File: config.mk
export PLATFORM = sky130hd
export DESIGN_NAME = hazard_scoreboard
export DESIGN_NICKNAME = d
export VERILOG_FILES = /design/src/rtl/hazard_scoreboard.sv
export SDC_FILE = /design/constraint.sdc
export NUM_CORES = 1
export LEC_CHECK = 0
export CAP_MARGIN = 20
export CORE_MARGIN = 10
export CORE_UTILIZATION = 35
export CTS_BUF_LIST = sky130_fd_sc_hd__clkbuf_2
export CTS_CLUSTER_DIAMETER = 60
export CTS_CLUSTER_SIZE = 24
export DETAILED_ROUTE_END_ITERATION = 10
export SETUP_SLACK_MARGIN = 0.15
export SLEW_MARGIN = 20
export SYNTH_ARGS = -nofsm -noshare
export SYNTH_HDL_FRONTEND = slang
export SYNTH_SLANG_ARGS = --single-unit
File: constraint.sdc
create_clock -name clk -period 7.17 [get_ports clk]
set_input_delay 1.434 -clock clk [delete_from_list [all_inputs] [get_ports clk]]
set_output_delay 1.434 -clock clk [all_outputs]
set_load 0.01 [all_outputs]
File: src/rtl/hazard_scoreboard.sv
// Scoreboard hazard unit beside the WISC ID stage: per-register in-flight table,
// flag-producer tracker, memory-busy freeze and a saturating stall-cycle counter.
module hazard_scoreboard #(
    parameter int unsigned REG_W          = 4,
    parameter int unsigned LOAD_LAT       = 1,
    parameter int unsigned BR_READY_AGE   = 2,
    parameter int unsigned FLAG_READY_AGE = 1,
    parameter int unsigned CNT_W          = 16
) (
    input  logic             clk,
    input  logic             rst,
    input  logic             ID_valid,
    input  logic [REG_W-1:0] ID_SrcReg1,
    input  logic [REG_W-1:0] ID_SrcReg2,
    input  logic             ID_MemWrite,
    input  logic             ID_Branch,
    input  logic             ID_BR,
    input  logic             ID_HLT,
    input  logic             ID_RegWrite,
    input  logic             ID_MemRead,
    input  logic             ID_flag_en,
    input  logic [REG_W-1:0] ID_reg_rd,
    input  logic             update_PC,
    input  logic             mem_busy,
    output logic             PC_stall,
    output logic             IF_ID_stall,
    output logic             ID_flush,
    output logic             IF_flush,
    output logic             pipe_freeze,
    output logic [CNT_W-1:0] stall_cycles
);

    localparam int unsigned DEPTH   = 2 ** REG_W;
    localparam int unsigned MAX_LB  = (LOAD_LAT > BR_READY_AGE) ? LOAD_LAT : BR_READY_AGE;
    localparam int unsigned MAX_AGE = (MAX_LB > FLAG_READY_AGE) ? MAX_LB : FLAG_READY_AGE;

    localparam logic [1:0] MAX_AGE_V = 2'(MAX_AGE);
    localparam logic [1:0] LOAD_V    = 2'(LOAD_LAT);
    localparam logic [1:0] BR_V      = 2'(BR_READY_AGE);
    localparam logic [1:0] FLAG_V    = 2'(FLAG_READY_AGE);
    localparam logic [2:0] LOAD_V3   = 3'(LOAD_LAT);

    logic [DEPTH-1:0] vld;
    logic [DEPTH-1:0] ld;
    logic [1:0]       age [DEPTH];
    logic             fvld;
    logic [1:0]       fage;
    logic [CNT_W-1:0] cnt;

    logic       rs_hit;
    logic       rt_hit;
    logic       rs_ld;
    logic       rt_ld;
    logic [1:0] rs_age;
    logic [1:0] rt_age;
    logic       lu_haz;
    logic       b_haz;
    logic       br_haz;
    logic       haz;
    logic       stall_c;
    logic       flush_c;
    logic       issue;

    // Table lookup for the two ID sources; register 0 never matches
    always_comb begin
        rs_hit = vld[ID_SrcReg1] & (ID_SrcReg1 != '0);
        rt_hit = vld[ID_SrcReg2] & (ID_SrcReg2 != '0);
        rs_ld  = ld[ID_SrcReg1];
        rt_ld  = ld[ID_SrcReg2];
        rs_age = age[ID_SrcReg1];
        rt_age = age[ID_SrcReg2];
    end

    // Store data of SW can take MEM-MEM forwarding, so it tolerates one cycle less
    always_comb begin
        lu_haz  = ID_valid & (
                      (rs_hit & rs_ld & (rs_age < LOAD_V)) |
                      (rt_hit & rt_ld & ~ID_MemWrite & (rt_age < LOAD_V)) |
                      (rt_hit & rt_ld & ID_MemWrite & (({1'b0, rt_age} + 3'd1) < LOAD_V3)));
        b_haz   = ID_valid & ID_Branch & fvld & (fage < FLAG_V);
        br_haz  = ID_valid & ID_Branch & ID_BR & rs_hit & (rs_age < BR_V);
        haz     = lu_haz | b_haz | br_haz;
        stall_c = mem_busy | ID_HLT | haz;
        flush_c = ~mem_busy & haz;
        issue   = ID_valid & ~flush_c & ~mem_busy;
    end

    assign pipe_freeze  = ~rst & mem_busy;
    assign IF_ID_stall  = ~rst & stall_c;
    assign PC_stall     = ~rst & stall_c;
    assign ID_flush     = ~rst & flush_c;
    assign IF_flush     = ~rst & update_PC & ~mem_busy;
    assign stall_cycles = rst ? '0 : cnt;

    // Register table: youngest issuing producer overwrites, others age out at MAX_AGE
    always_ff @(posedge clk) begin
        if (rst) begin
            vld <= '0;
            ld  <= '0;
            for (int unsigned r = 0; r < DEPTH; r++) begin
                age[r] <= 2'd0;
            end
        end else if (!mem_busy) begin
            for (int unsigned r = 1; r < DEPTH; r++) begin
                if (issue && ID_RegWrite && (ID_reg_rd == REG_W'(r))) begin
                    vld[r] <= 1'b1;
                    ld[r]  <= ID_MemRead;
                    age[r] <= 2'd0;
                end else if (vld[r]) begin
                    if (age[r] == MAX_AGE_V) begin
                        vld[r] <= 1'b0;
                        age[r] <= 2'd0;
                    end else begin
                        age[r] <= age[r] + 2'd1;
                    end
                end
            end
        end
    end

    // Flag producer tracker
    always_ff @(posedge clk) begin
        if (rst) begin
            fvld <= 1'b0;
            fage <= 2'd0;
        end else if (!mem_busy) begin
            if (issue && ID_flag_en) begin
                fvld <= 1'b1;
                fage <= 2'd0;
            end else if (fvld) begin
                if (fage == FLAG_V) begin
                    fvld <= 1'b0;
                    fage <= 2'd0;
                end else begin
                    fage <= fage + 2'd1;
                end
            end
        end
    end

    // Saturating stall-cycle counter
    always_ff @(posedge clk) begin
        if (rst) begin
            cnt <= '0;
        end else if (stall_c && (cnt != '1)) begin
            cnt <= cnt + CNT_W'(1);
        end
    end

endmodule

; ---- Word-level counts from Yosys, hierarchy flattened
; Memory sizes are Yosys's and may differ from the RTL's.
; Index checks and enable logic that the tools add are counted.
[op_classes]
add_sub_neg = 18
n_mul = 0
div_mod_pow = 0
order_cmp = 7
n_eq_ne = 32
shift = 0
muxes = 317
bitwise_logic = 79
n_reduce_logical = 37
[op_table]
columns = operator, n
row1 = 1-bit two-way mux, 264
row2 = 2-bit two-way mux, 48
row3 = 1-bit OR, 51
row4 = 2-bit by 1-bit adder with 2-bit output (second input constant), 16
row5 = 4-bit == test (second input constant), 8
row6 = 2-bit AND reduction, 16
row7 = 2-bit == test (second input constant), 15
row8 = 1-bit bitwise AND, 24
row9 = 1-bit logical AND, 18
row10 = 16-bit by 1-bit adder with 16-bit output (second input constant), 1
row11 = 1-bit binary-select mux with 4-bit select, 4
row12 = 4-bit by 3-bit == test with 1-bit output (second input constant), 4
row13 = 16-bit two-way mux, 1
row14 = 16-bit != test (second input constant), 1
row15 = 4-bit by 5-bit < comparator with 1-bit output (second input constant), 2
row16 = 4-bit by 2-bit == test with 1-bit output (second input constant), 2
row17 = 4-bit nonzero test, 2
row18 = 2-bit by 1-bit < comparator with 1-bit output (second input constant), 3
row19 = 4-bit by 1-bit == test with 1-bit output (second input constant), 1
row20 = 1-bit NOT, 4
row21 = 2-bit by 1-bit adder with 3-bit output (second input constant), 1
row22 = 3-bit by 1-bit < comparator with 1-bit output (second input constant), 1
row23 = 2-bit by 1-bit == test with 1-bit output (second input constant), 1
row24 = 2-bit < comparator (second input constant), 1
row25 = 2-bit nonzero test, 1
[word_totals]
regBits = 49
latch_bits = 0
ram_bits = 32
mem_bits_ro = 0
inputBits = 24
output_inout_bits = 21
elab_cells = 510
memories = 1
[memory_table]
columns = name, depth, width, rd, rd_ports_with_merged_regs, wr, line_no
row1 = age, 16, 2, 17, 0, 16, 45  ; logic [1:0] age [DEPTH];

; ---- Depth between registers and ports, before layout
; Gate-level depths: netlist (run 1).
[logic_depth]
depth_word = 24
ltp_mapped = 10
mapped_depth_nobuf = 7

; ---- Least setup slack after synthesis (run 1)
; OpenSTA, ideal clock, no wires.
[synth_timing]
kind = input-to-output
startpoint = input port ID_SrcReg1[0]
endpoint = output port PC_stall
t_arrival_ns = 3.378
slack_ns = 2.358
stages = 10
cell_sequence = buf_6 > buf_6 > mux4_2 > o21ai_2 > o32ai_2 > o221ai_4 > nand4_2 > buf_6 > and2_1 > buf_4
[synth_between]
elab_chain_cells = 12
[synth_lines]
columns = item, line_no
row1 = start: declaration, 13  ; input logic [REG_W-1:0] ID_SrcReg1,
row2 = 1-bit binary-select mux with 4-bit select, 66  ; rs_hit = vld[ID_SrcReg1] & (ID_SrcReg1 != '0);
row3 = 1-bit two-way mux (implied by the code), 66
row4 = 1-bit bitwise AND, 66
row5 = 1-bit bitwise AND (2 in series), 77  ; (rs_hit & rs_ld & (rs_age < LOAD_V)) |
row6 = 1-bit OR, 77
row7 = 1-bit OR, 78  ; (rt_hit & rt_ld & ~ID_MemWrite & (rt_age < LOAD_V)) |
row8 = 1-bit bitwise AND, 76  ; lu_haz = ID_valid & (
row9 = 1-bit OR, 82  ; haz = lu_haz | b_haz | br_haz;
row10 = 1-bit OR *, 82
row11 = 1-bit OR *, 83  ; stall_c = mem_busy | ID_HLT | haz;
row12 = 1-bit bitwise AND *, -
row13 = end: declaration, 25  ; output logic PC_stall,
; Mark *: on every way between the ends. The rest lies on a longest branch, timed or not. The select of a mux whose other input is x is not followed.

; ---- Worst setup path after layout (run 1)
[layout_timing]
startpoint = input port ID_SrcReg1[0]
endpoint = output port IF_ID_stall
[layout_between]
elab_chain_cells = 12
[layout_lines]
columns = item, line_no
row1 = 1-bit binary-select mux with 4-bit select, 66
row2 = 1-bit two-way mux (implied by the code), 66
row3 = 1-bit bitwise AND, 66
row4 = 1-bit bitwise AND (2 in series), 77
row5 = 1-bit OR, 77
row6 = 1-bit OR, 78
row7 = 1-bit bitwise AND, 76
row8 = 1-bit OR, 82
row9 = 1-bit OR *, 82
row10 = 1-bit OR *, 83
row11 = 1-bit bitwise AND *, 89  ; assign IF_ID_stall = ~rst & stall_c;
row12 = end: declaration, 26  ; output logic IF_ID_stall,
; Marks and branches as above.

==> results of run 1 <==
-- path summary, 6_finish.rpt --
check / startpoint / to / cells after the start
worst max-delay path: ID_SrcReg1[0] / IF_ID_stall / 7
worst min-delay path: ld[1] / ld[1] / 2
worst min register to register: ld[1] / ld[1] / 2
worst max register to register: age[7][1] / age[14][0] / 8
-- layer usage --
metal,vias up,GRT usage (%),part of all wire (%)
met5,-,0,0
met4,0,5.562,2.0
li1,1917,-,-
met1,1984,17.48,45
met3,20,3.132,6.0
met2,112,22.65,47
-- power breakdown --
| group | switching [W] | internal, W | total, W |
|---|---|---|---|
| logic | 0.0000587 | 0.0000431 | 0.000102 |
| registers | 0.0000102 | 0.000475 | 0.000485 |
| clock network | 0.000157 | 0.0000515 | 0.000209 |
| total | 0.000226 | 0.000570 | 0.000796 |
-- cells by family after synthesis --
| group | share of synthesized area (%) |
|---|---|
| simple gates | 26.73 |
| compound gates | 13.53 |
| flops | 38.84 |
| buf+inv | 4.778 |
| mux | 11.80 |
| fa+ha+maj | 4.132 |
| xor+xnor | 0.1808 |
-- cell type report --
| type | count | area share, % |
|---|---|---|
| Sequential cell | 79 | 34.35 |
| Antenna cell | 1 | 0.04568 |
| Tap cell | 176 | 4.020 |
| Timing Repair Buffer | 47 | 8.360 |
| Inverter | 28 | 1.919 |
| Clock buffer | 14 | 1.279 |
| Clock inverter | 2 | 0.1599 |
| Multi-Input combinational cell | 378 | 49.86 |
-- per-stage QoR --
| step | total power, W | setup slack (ps) |
|---|---|---|
| after floorplan | 0.0005565 | 2358 |
| after global placement | 0.0005939 | 957.9 |
| after detailed placement | 0.0005966 | 864.9 |
| after CTS | 0.0008009 | 858.2 |
| after global routing | 0.0008305 | 655.5 |
| final | 0.0007961 | 911.7 |
-- registers in the layout (all words and copies together), names as in the netlist --
name  cells
cnt      16
vld      15
fage      2
ld       15
fvld      1
age      30
-- critical path, delay by kind of cell --
| family | cells | cell delay, ps |
|---|---|---|
| mux | 1 | 600 |
| compound gates | 2 | 670 |
| buf+inv | 2 | 1550 |
| simple gates | 2 | 540 |
-- synth_stat cells (10+ instances only) --
master	count	area share (%)
a21boi_0	10	1.5
nor2_1	68	5.3
o21a_1	10	1.5
nor2b_1	34	4.4
nand2_1	34	2.6
dfxtp_1	49	20
inv_1	27	2.1
mux2i_1	17	3.5
clkbuf_1	15	1.2
nand3_1	13	1.3
nand4_1	14	1.8
edfxtp_1	30	19
o21ai_0	12	1.2
a21oi_1	14	1.4
nand2b_1	16	2.1
ha_1	16	4.1
and3_1	11	1.4
==> results.json, run 1 <==
{
  "status": "complete, no violations",
  "cts_resized": 0,
  "cts-hold-fix-buffers": 0,
  "die_y_um": 137.7,
  "worstSetupEndpointType": "output port",
  "crit_path_frequent_cell": "clkdlybuf4s50_1",
  "cts_buffers": 9,
  "period_minus_slack_ps": 6258,
  "final.setup.tns_ps": 0,
  "routabilityCongestion": 0.8976,
  "hold_viol": 0,
  "synth_cell_type_count": 59,
  "drt_iter0_drc": 311,
  "viasPerCell": 5.563,
  "peakVddDrop_mv": 0.04872,
  "syn_to_final_growth_pct": 13.07,
  "synth-async-reset-ratio_pct": 0,
  "cp_slowest_stage_delay_ps": 1010,
  "timing.hold.ws_ps": 496.6,
  "setup.worst_path.class": "in -> out",
  "powerDensity_nw_per_um2": 145.3,
  "fin_cells": 725,
  "antenna_found_initial": 1,
  "post_cts_buffers": 0,
  "slowest_stage": "clkdlybuf4s50_1",
  "io_buffers": 44,
  "chipWidth_um": 137.7,
  "dp_cells": 708,
  "io_pins": 45,
  "clk_pin_slew_ps": 200,
  "synthesis.area_sq_um": 4845,
  "final_cell_mix": "nor2_1, dfxtp_1, clkdlybuf4s50_1, nor2b_1, nand2_1",
  "hold_path_class": "reg -> reg",
  "cp_data_required_time_ps": 5740,
  "yosys_warnings": 0,
  "fmax_ghz": 0.1598,
  "final_area_sq_um": 5478,
  "slew_headroom_pct": 37.11,
  "ys_seq_area_share_pct": 38.84,
  "postRouteAntennaNets": 0,
  "drcViolationCount": 0,
  "grt.total_usage_pct": 13.94,
  "maxCapViolations": 0,
  "hpwl_mm": 9.590,
  "tightestPinTransition_ps": 942.3,
  "grt_max_degree": 45,
  "coreArea_sq_um": 13400,
  "synth_edf_count": 30,
  "dpl_cell_area_sq_um": 5396,
  "path_max_fanout": 17,
  "fin_nets": 583,
  "synth.ff_latch_count": 79,
  "final_common_cell": "nor2_1",
  "rows": 42,
  "vias": 4033,
  "rrSetupSlack_ps": 4230,
  "slew_violations": 0,
  "leakagePower_nw": 2.007,
  "grt_overflow": 0,
  "grt_pass1_wl_mm": 20.69,
  "wl_mm": 12.91,
  "synth_area_per_cell_sq_um": 9.499,
  "start_util_pct": 36.15,
  "fin_skew_ps": 30.79,
  "ys.flop_type": "dfxtp_1",
  "cts_sinks": 79,
  "finalSetupViolations": 0,
  "synth_cells": 510,
  "start_kind": "input pin",
  "h-tree-depth": 3,
  "multi_input_area_sq_um": 2731,
  "worstPathArrival_ps": 4820,
  "first_global_vias": 3900,
  "clk_latency_ps": 590,
  "clk_path_buf_depth": 2,
  "rsz0062_at_grt": "false",
  "firstDrtPassIters": 5,
  "synth_nets": 550,
  "worstPathCellList": "clkdlybuf4s50_1 -> mux4_2 -> a221oi_1 -> o221ai_4 -> nand4_2 -> and2_1 -> clkdlybuf4s50_1",
  "fillers": 1329,
  "dieArea_sq_um": 18950,
  "fin_util_pct": 40.88,
  "final-seq-area_sq_um": 1882,
  "finalCritPeriodShare_pct": 87.28,
  "wl_per_cell_um": 17.81,
  "cts_root_buffer": "clkbuf_2",
  "final_layout_size_suffix_gt1_share_pct": 11.50,
  "cts_tree": "yes"
}
Power figures use the tool's default switching activity.
==> run 2, diff against run 1 <==
--- a/config.mk
+++ b/config.mk
@@ -7,11 +7,12 @@
 export LEC_CHECK = 0
 export CAP_MARGIN = 20
 export CORE_MARGIN = 10
-export CORE_UTILIZATION = 35
+export CORE_UTILIZATION = 58
 export CTS_BUF_LIST = sky130_fd_sc_hd__clkbuf_2
 export CTS_CLUSTER_DIAMETER = 60
 export CTS_CLUSTER_SIZE = 24
 export DETAILED_ROUTE_END_ITERATION = 10
+export PLACE_DENSITY = 0.8
 export SETUP_SLACK_MARGIN = 0.15
 export SLEW_MARGIN = 20
 export SYNTH_ARGS = -nofsm -noshare
==> run 2 against run 1 <==
Compared with the run above: highest routed layer unchanged; clock skew increased by 10 ps; utilization increased by 25 points; cell count decreased by 9.9%; global-route usage increased by 5.5 points; combinational power about the same; critical endpoint is now PC_stall; routed wire length decreased by 6.3%.
==> results.json, run 2 (synthesis gave the netlist of run 1 again) <==
{
  "wl_per_cell_um": 18.53,
  "cts-hold-fix-buffers": 0,
  "grt_pass1_wl_mm": 20.04,
  "slew_violations": 0,
  "final_common_cell": "nor2_1",
  "largest_registers": "age x30, cnt x16",
  "cp_slowest_stage_delay_ps": 1010,
  "fin_ws_ps": 762.3,
  "clk_latency_ps": 590,
  "fin_skew_ps": 41.10,
  "tightestPinTransition_ps": 922.4,
  "hold_viol": 0,
  "final_cell_mix": "nor2_1, dfxtp_1, clkdlybuf4s50_1, nor2b_1, nand2_1",
  "regMostFlops": "age",
  "cts_tree": "yes",
  "largest_register_ff_count": 30,
  "first_global_vias": 3964,
  "viasPerCell": 6.187,
  "antennaDiodeCount": 0,
  "routabilityCongestion": 0.9000,
  "path_max_fanout": 17,
  "slew_headroom_pct": 38.44,
  "firstDrtPassIters": 4,
  "maxCapViolations": 0,
  "drt_iter0_drc": 284,
  "slowest_stage": "clkdlybuf4s50_1",
  "syn_to_final_growth_pct": 11.62,
  "finalSetupViolations": 0,
  "fmax_ghz": 0.1561,
  "crit_buf_inv": 2,
  "h-tree-depth": 3,
  "hpwl_mm": 8.823,
  "final.setup.tns_ps": 0,
  "setup.worst_path.class": "in -> out",
  "cp_top_family": "buffers and inverters",
  "place_ws_ps": 727.1,
  "leakagePower_nw": 2.008,
  "status": "complete, no violations",
  "clk_path_buf_depth": 2,
  "hold_path_class": "reg -> reg",
  "vias": 4040,
  "cts_buffers": 9,
  "drcViolationCount": 0,
  "die_y_um": 111.4,
  "wl_mm": 12.10,
  "postRouteAntennaNets": 0,
  "period_minus_slack_ps": 6408,
  "worstPathArrival_ps": 4970,
  "chipWidth_um": 111.4,
  "powerDensity_nw_per_um2": 151.4,
  "start_kind": "input pin",
  "clk_pin_slew_ps": 250,
  "finalCritPeriodShare_pct": 89.37,
  "cts_sinks": 79,
  "cts_root_buffer": "clkbuf_2",
  "io_pins": 45,
  "start_util_pct": 59.26,
  "crit_path_frequent_cell": "clkdlybuf4s50_1",
  "grt_max_degree": 31,
  "fillers": 663,
  "io_buffers": 44,
  "antenna_found_initial": 0,
  "rsz0062_at_grt": "false",
  "post_cts_buffers": 0,
  "fin_nets": 583,
  "peakVddDrop_mv": 0.06918,
  "cp_data_required_time_ps": 5740,
  "coreArea_sq_um": 8175,
  "worstPathCellList": "clkdlybuf4s50_1 -> mux4_2 -> a221oi_1 -> o221ai_4 -> nand4_2 -> and2_1 -> clkdlybuf4s50_1",
  "grt_overflow": 0,
  "grt.total_usage_pct": 19.42,
  "final_layout_size_suffix_gt1_share_pct": 11.68,
  "cts_resized": 0,
  "worstSetupEndpointType": "output port",
  "rows": 33,
  "dieArea_sq_um": 12410
}
## run 2: cell types whose count changed in the layout (fill, tap and decap cells not counted), sizes merged
cell      delta
clkbuf       -5
inv          +4
clkinvlp     +1
diode        -1
## run 2: final cells by class
type,count,area [sq um],area share (%)
multi-input combinational,378,2731,50.51
clock inverter,7,55.05,1.018
clock buffer,9,45.04,0.8329
tap,105,131.4,2.429
timing repair buffer,47,457.9,8.468
sequential,79,1882,34.80
inverter,28,105.1,1.944
## run 2: final timing paths
| check | startpoint | to | slack, ps | cells past startpoint |
|---|---|---|---|---|
| setup / recovery | ID_SrcReg1[0] | PC_stall | 760 | 7 |
| hold / removal | fage[1] | fage[1] | 480 | 2 |
| setup reg to reg | age[2][1] | age[14][0] | 4040 | 8 |
| hold reg to reg | fage[1] | fage[1] | 480 | 2 |
## run 2: per-layer routing
| metal | part of all wire, % | global-route usage (%) | vias to the layer above |
|---|---|---|---|
| li1 | - | - | 1918 |
| met1 | 43 | 24.59 | 1936 |
| met2 | 47 | 31.22 | 161 |
| met3 | 7.1 | 3.650 | 25 |
| met4 | 2.7 | 9.254 | 0 |
| met5 | 0 | 0 | - |
## run 2: worst min-delay path: stages (launching register included)
cell      delay [ps]
dfxtp_1          390
nand2_1           60
a311oi_1          30
## run 2: per-stage QoR
stage               hold slack (ps)  total power, W  instances  util [%]  instance area, sq um
finish                        479.4       0.0008190        653     66.15                  5408
global route                  520.4       0.0008539        653     66.15                  5408
CTS                           481.0       0.0008243        653     66.15                  5408
detailed placement            453.3       0.0005955        637     64.92                  5308
global placement              442.3       0.0005914        637     64.92                  5308
floorplan                     427.7       0.0005565        510         -                  4845
## run 2: power breakdown
| part | switching [W] | total (W) | leakage, nW | internal [W] |
|---|---|---|---|---|
| Clock | 0.000180 | 0.000231 | 0.0650 | 0.0000508 |
| Sequential | 0.0000101 | 0.000485 | 0.706 | 0.000475 |
| Combinational | 0.0000593 | 0.000103 | 1.24 | 0.0000433 |
| Total | 0.000250 | 0.000819 | 2.01 | 0.000569 |
==> run 3, diff against run 2 <==
--- a/config.mk
+++ b/config.mk
@@ -6,7 +6,6 @@
 export NUM_CORES = 1
 export LEC_CHECK = 0
 export CAP_MARGIN = 20
-export CORE_MARGIN = 10
 export CORE_UTILIZATION = 58
 export CTS_BUF_LIST = sky130_fd_sc_hd__clkbuf_2
 export CTS_CLUSTER_DIAMETER = 60
==> run 3 against run 2 <==
Compared with the run above: clock power rose by 5%; global-route usage is 9.3 points higher; sequential power about the same; utilization rose by 2.5 points; count of clock-buffer cells in the layout stayed put; sequential cell count did not move; die area is 30% lower; cell count fell by 0.46%; worst hold slack lost 9.9 ps; clock skew is 12 ps lower; largest power group unchanged.
==> results.json, run 3 (synthesis gave the netlist of run 1 again) <==
{
  "cts_sinks": 79,
  "place_ws_ps": 890.1,
  "clk_pin_slew_ps": 240,
  "finalSetupViolations": 0,
  "hpwl_mm": 8.401,
  "clk_latency_ps": 530,
  "rsz0062_at_grt": "false",
  "cts_tree": "yes",
  "post_cts_buffers": 0,
  "path_max_fanout": 17,
  "drcViolationCount": 0,
  "slew_violations": 0,
  "setup.worst_path.class": "in -> out",
  "seqPwrFrac_pct": 58.6,
  "clkPwrFrac_pct": 29.2,
  "largest_register_ff_count": 30,
  "dieArea_sq_um": 8723,
  "grt_overflow": 0,
  "vias": 4047,
  "h-tree-depth": 3,
  "start_util_pct": 61.42,
  "worstSetupEndpointType": "output port",
  "fin_skew_ps": 29.41,
  "hold_viol": 0,
  "largest_registers": "age x30, cnt x16",
  "rrSetupSlack_ps": 4170,
  "slew_headroom_pct": 38.66,
  "cts_root_buffer": "clkbuf_2",
  "io_pins": 45,
  "io_buffers": 44,
  "worstPathArrival_ps": 4820,
  "maxCapViolations": 0,
  "dpl_cell_area_sq_um": 5304,
  "syn_to_final_growth_pct": 11.73,
  "firstDrtPassIters": 6,
  "viasPerCell": 6.226,
  "final.setup.tns_ps": 0,
  "final_common_cell": "nor2_1",
  "status": "complete, no violations",
  "comb_power_share_pct": 12.2,
  "clk_path_buf_depth": 2,
  "antennaDiodeCount": 0,
  "final_area_sq_um": 5413,
  "cp_data_required_time_ps": 5740,
  "fin_ws_ps": 913.0,
  "antenna_found_initial": 0,
  "rows": 32,
  "wl_per_cell_um": 17.92,
  "hold_path_class": "reg -> reg",
  "coreArea_sq_um": 7888,
  "finalCritPeriodShare_pct": 87.27,
  "routabilityCongestion": 0.9134,
  "grt_pass1_wl_mm": 19.31,
  "cts-hold-fix-buffers": 0,
  "grt.total_usage_pct": 28.75,
  "powerDensity_nw_per_um2": 153.1,
  "chipWidth_um": 93.40,
  "p_int_w": 0.0005961,
  "peakVddDrop_mv": 0.1169,
  "period_minus_slack_ps": 6257,
  "p_sw_share_pct": 28.08,
  "start_kind": "input pin",
  "final_layout_size_suffix_gt1_share_pct": 11.31,
  "p_sw_w": 0.0002328,
  "postRouteAntennaNets": 0,
  "tightestPinTransition_ps": 919.1,
  "fmax_ghz": 0.1598,
  "drt_iter0_drc": 309,
  "leakagePower_nw": 2.010,
  "final_cell_mix": "nor2_1, dfxtp_1, clkdlybuf4s50_1, nor2b_1, nand2_1",
  "timing.hold.ws_ps": 469.4,
  "regMostFlops": "age",
  "cts_buffers": 9,
  "cts_resized": 0,
  "die_y_um": 93.40,
  "fin_nets": 583,
  "grt_max_degree": 41,
  "wl_mm": 11.65,
  "first_global_vias": 3908,
  "power_w": 0.0008289
}
-- run 3: cell types whose count changed in the layout (fill, tap and decap cells not counted) --
cell / previous run / this run
inv_8: 1 / 0
clkinv_1: 0 / 2
inv_6: 3 / 0
bufinv_16: 0 / 1
clkinv_4: 0 / 1
-- run 3: worst paths after layout --
| check | startpoint | to | cells after the start |
|---|---|---|---|
| worst max-delay path | ID_SrcReg1[0] | PC_stall | 7 |
| worst min-delay path | fage[1] | fage[1] | 2 |
| worst max register to register | age[2][1] | age[14][1] | 8 |
| worst min register to register | fage[1] | fage[1] | 2 |
-- run 3: worst max-delay path, stage by stage --
cell and delay, ps:
clkdlybuf4s50_1 990, mux4_2 600, a221oi_1 460, o221ai_4 230, nand4_2 340, and2_1 200
clkdlybuf4s50_1 540
-- run 3: layout make-up --
type / instances / area (sq um)
Multi-Input combinational cell: 378 / 2731
Inverter: 28 / 105.1
Sequential cell: 79 / 1882
Timing Repair Buffer: 47 / 457.9
Clock buffer: 9 / 45.04
Fill cell: 658 / 2475
Clock inverter: 7 / 63.81
Tap cell: 102 / 127.6
-- run 3: stage by stage --
step	util [%]	cells
detailed placement	67.24	634
global route	68.62	650
CTS	68.62	650
finish	68.62	650
global placement	67.24	634
floorplan	-	510
-- run 3: power by group through the flow --
| stage | registers (W) | clock network (W) | logic (W) |
|---|---|---|---|
| finish | 0.000486 | 0.000242 | 0.000101 |
| global route | 0.000487 | 0.000262 | 0.000111 |
| CTS | 0.000485 | 0.000243 | 0.000101 |
| detailed placement | 0.000494 | 0 | 0.000100 |
| global placement | 0.000494 | 0 | 0.0000972 |
| floorplan | 0.000490 | 0 | 0.0000663 |
-- run 3: layer usage --
metal  vias to the layer above  routed length (um)  part of all wire, %  GRT usage [%]
met5                         -                   0                    0              0
met4                         0                 163                  1.4          9.872
met3                        20                1034                  8.9          4.472
met2                       182                5487                   47          47.43
met1                      1930                4965                   43          38.44
li1                       1915                   -                    -              -
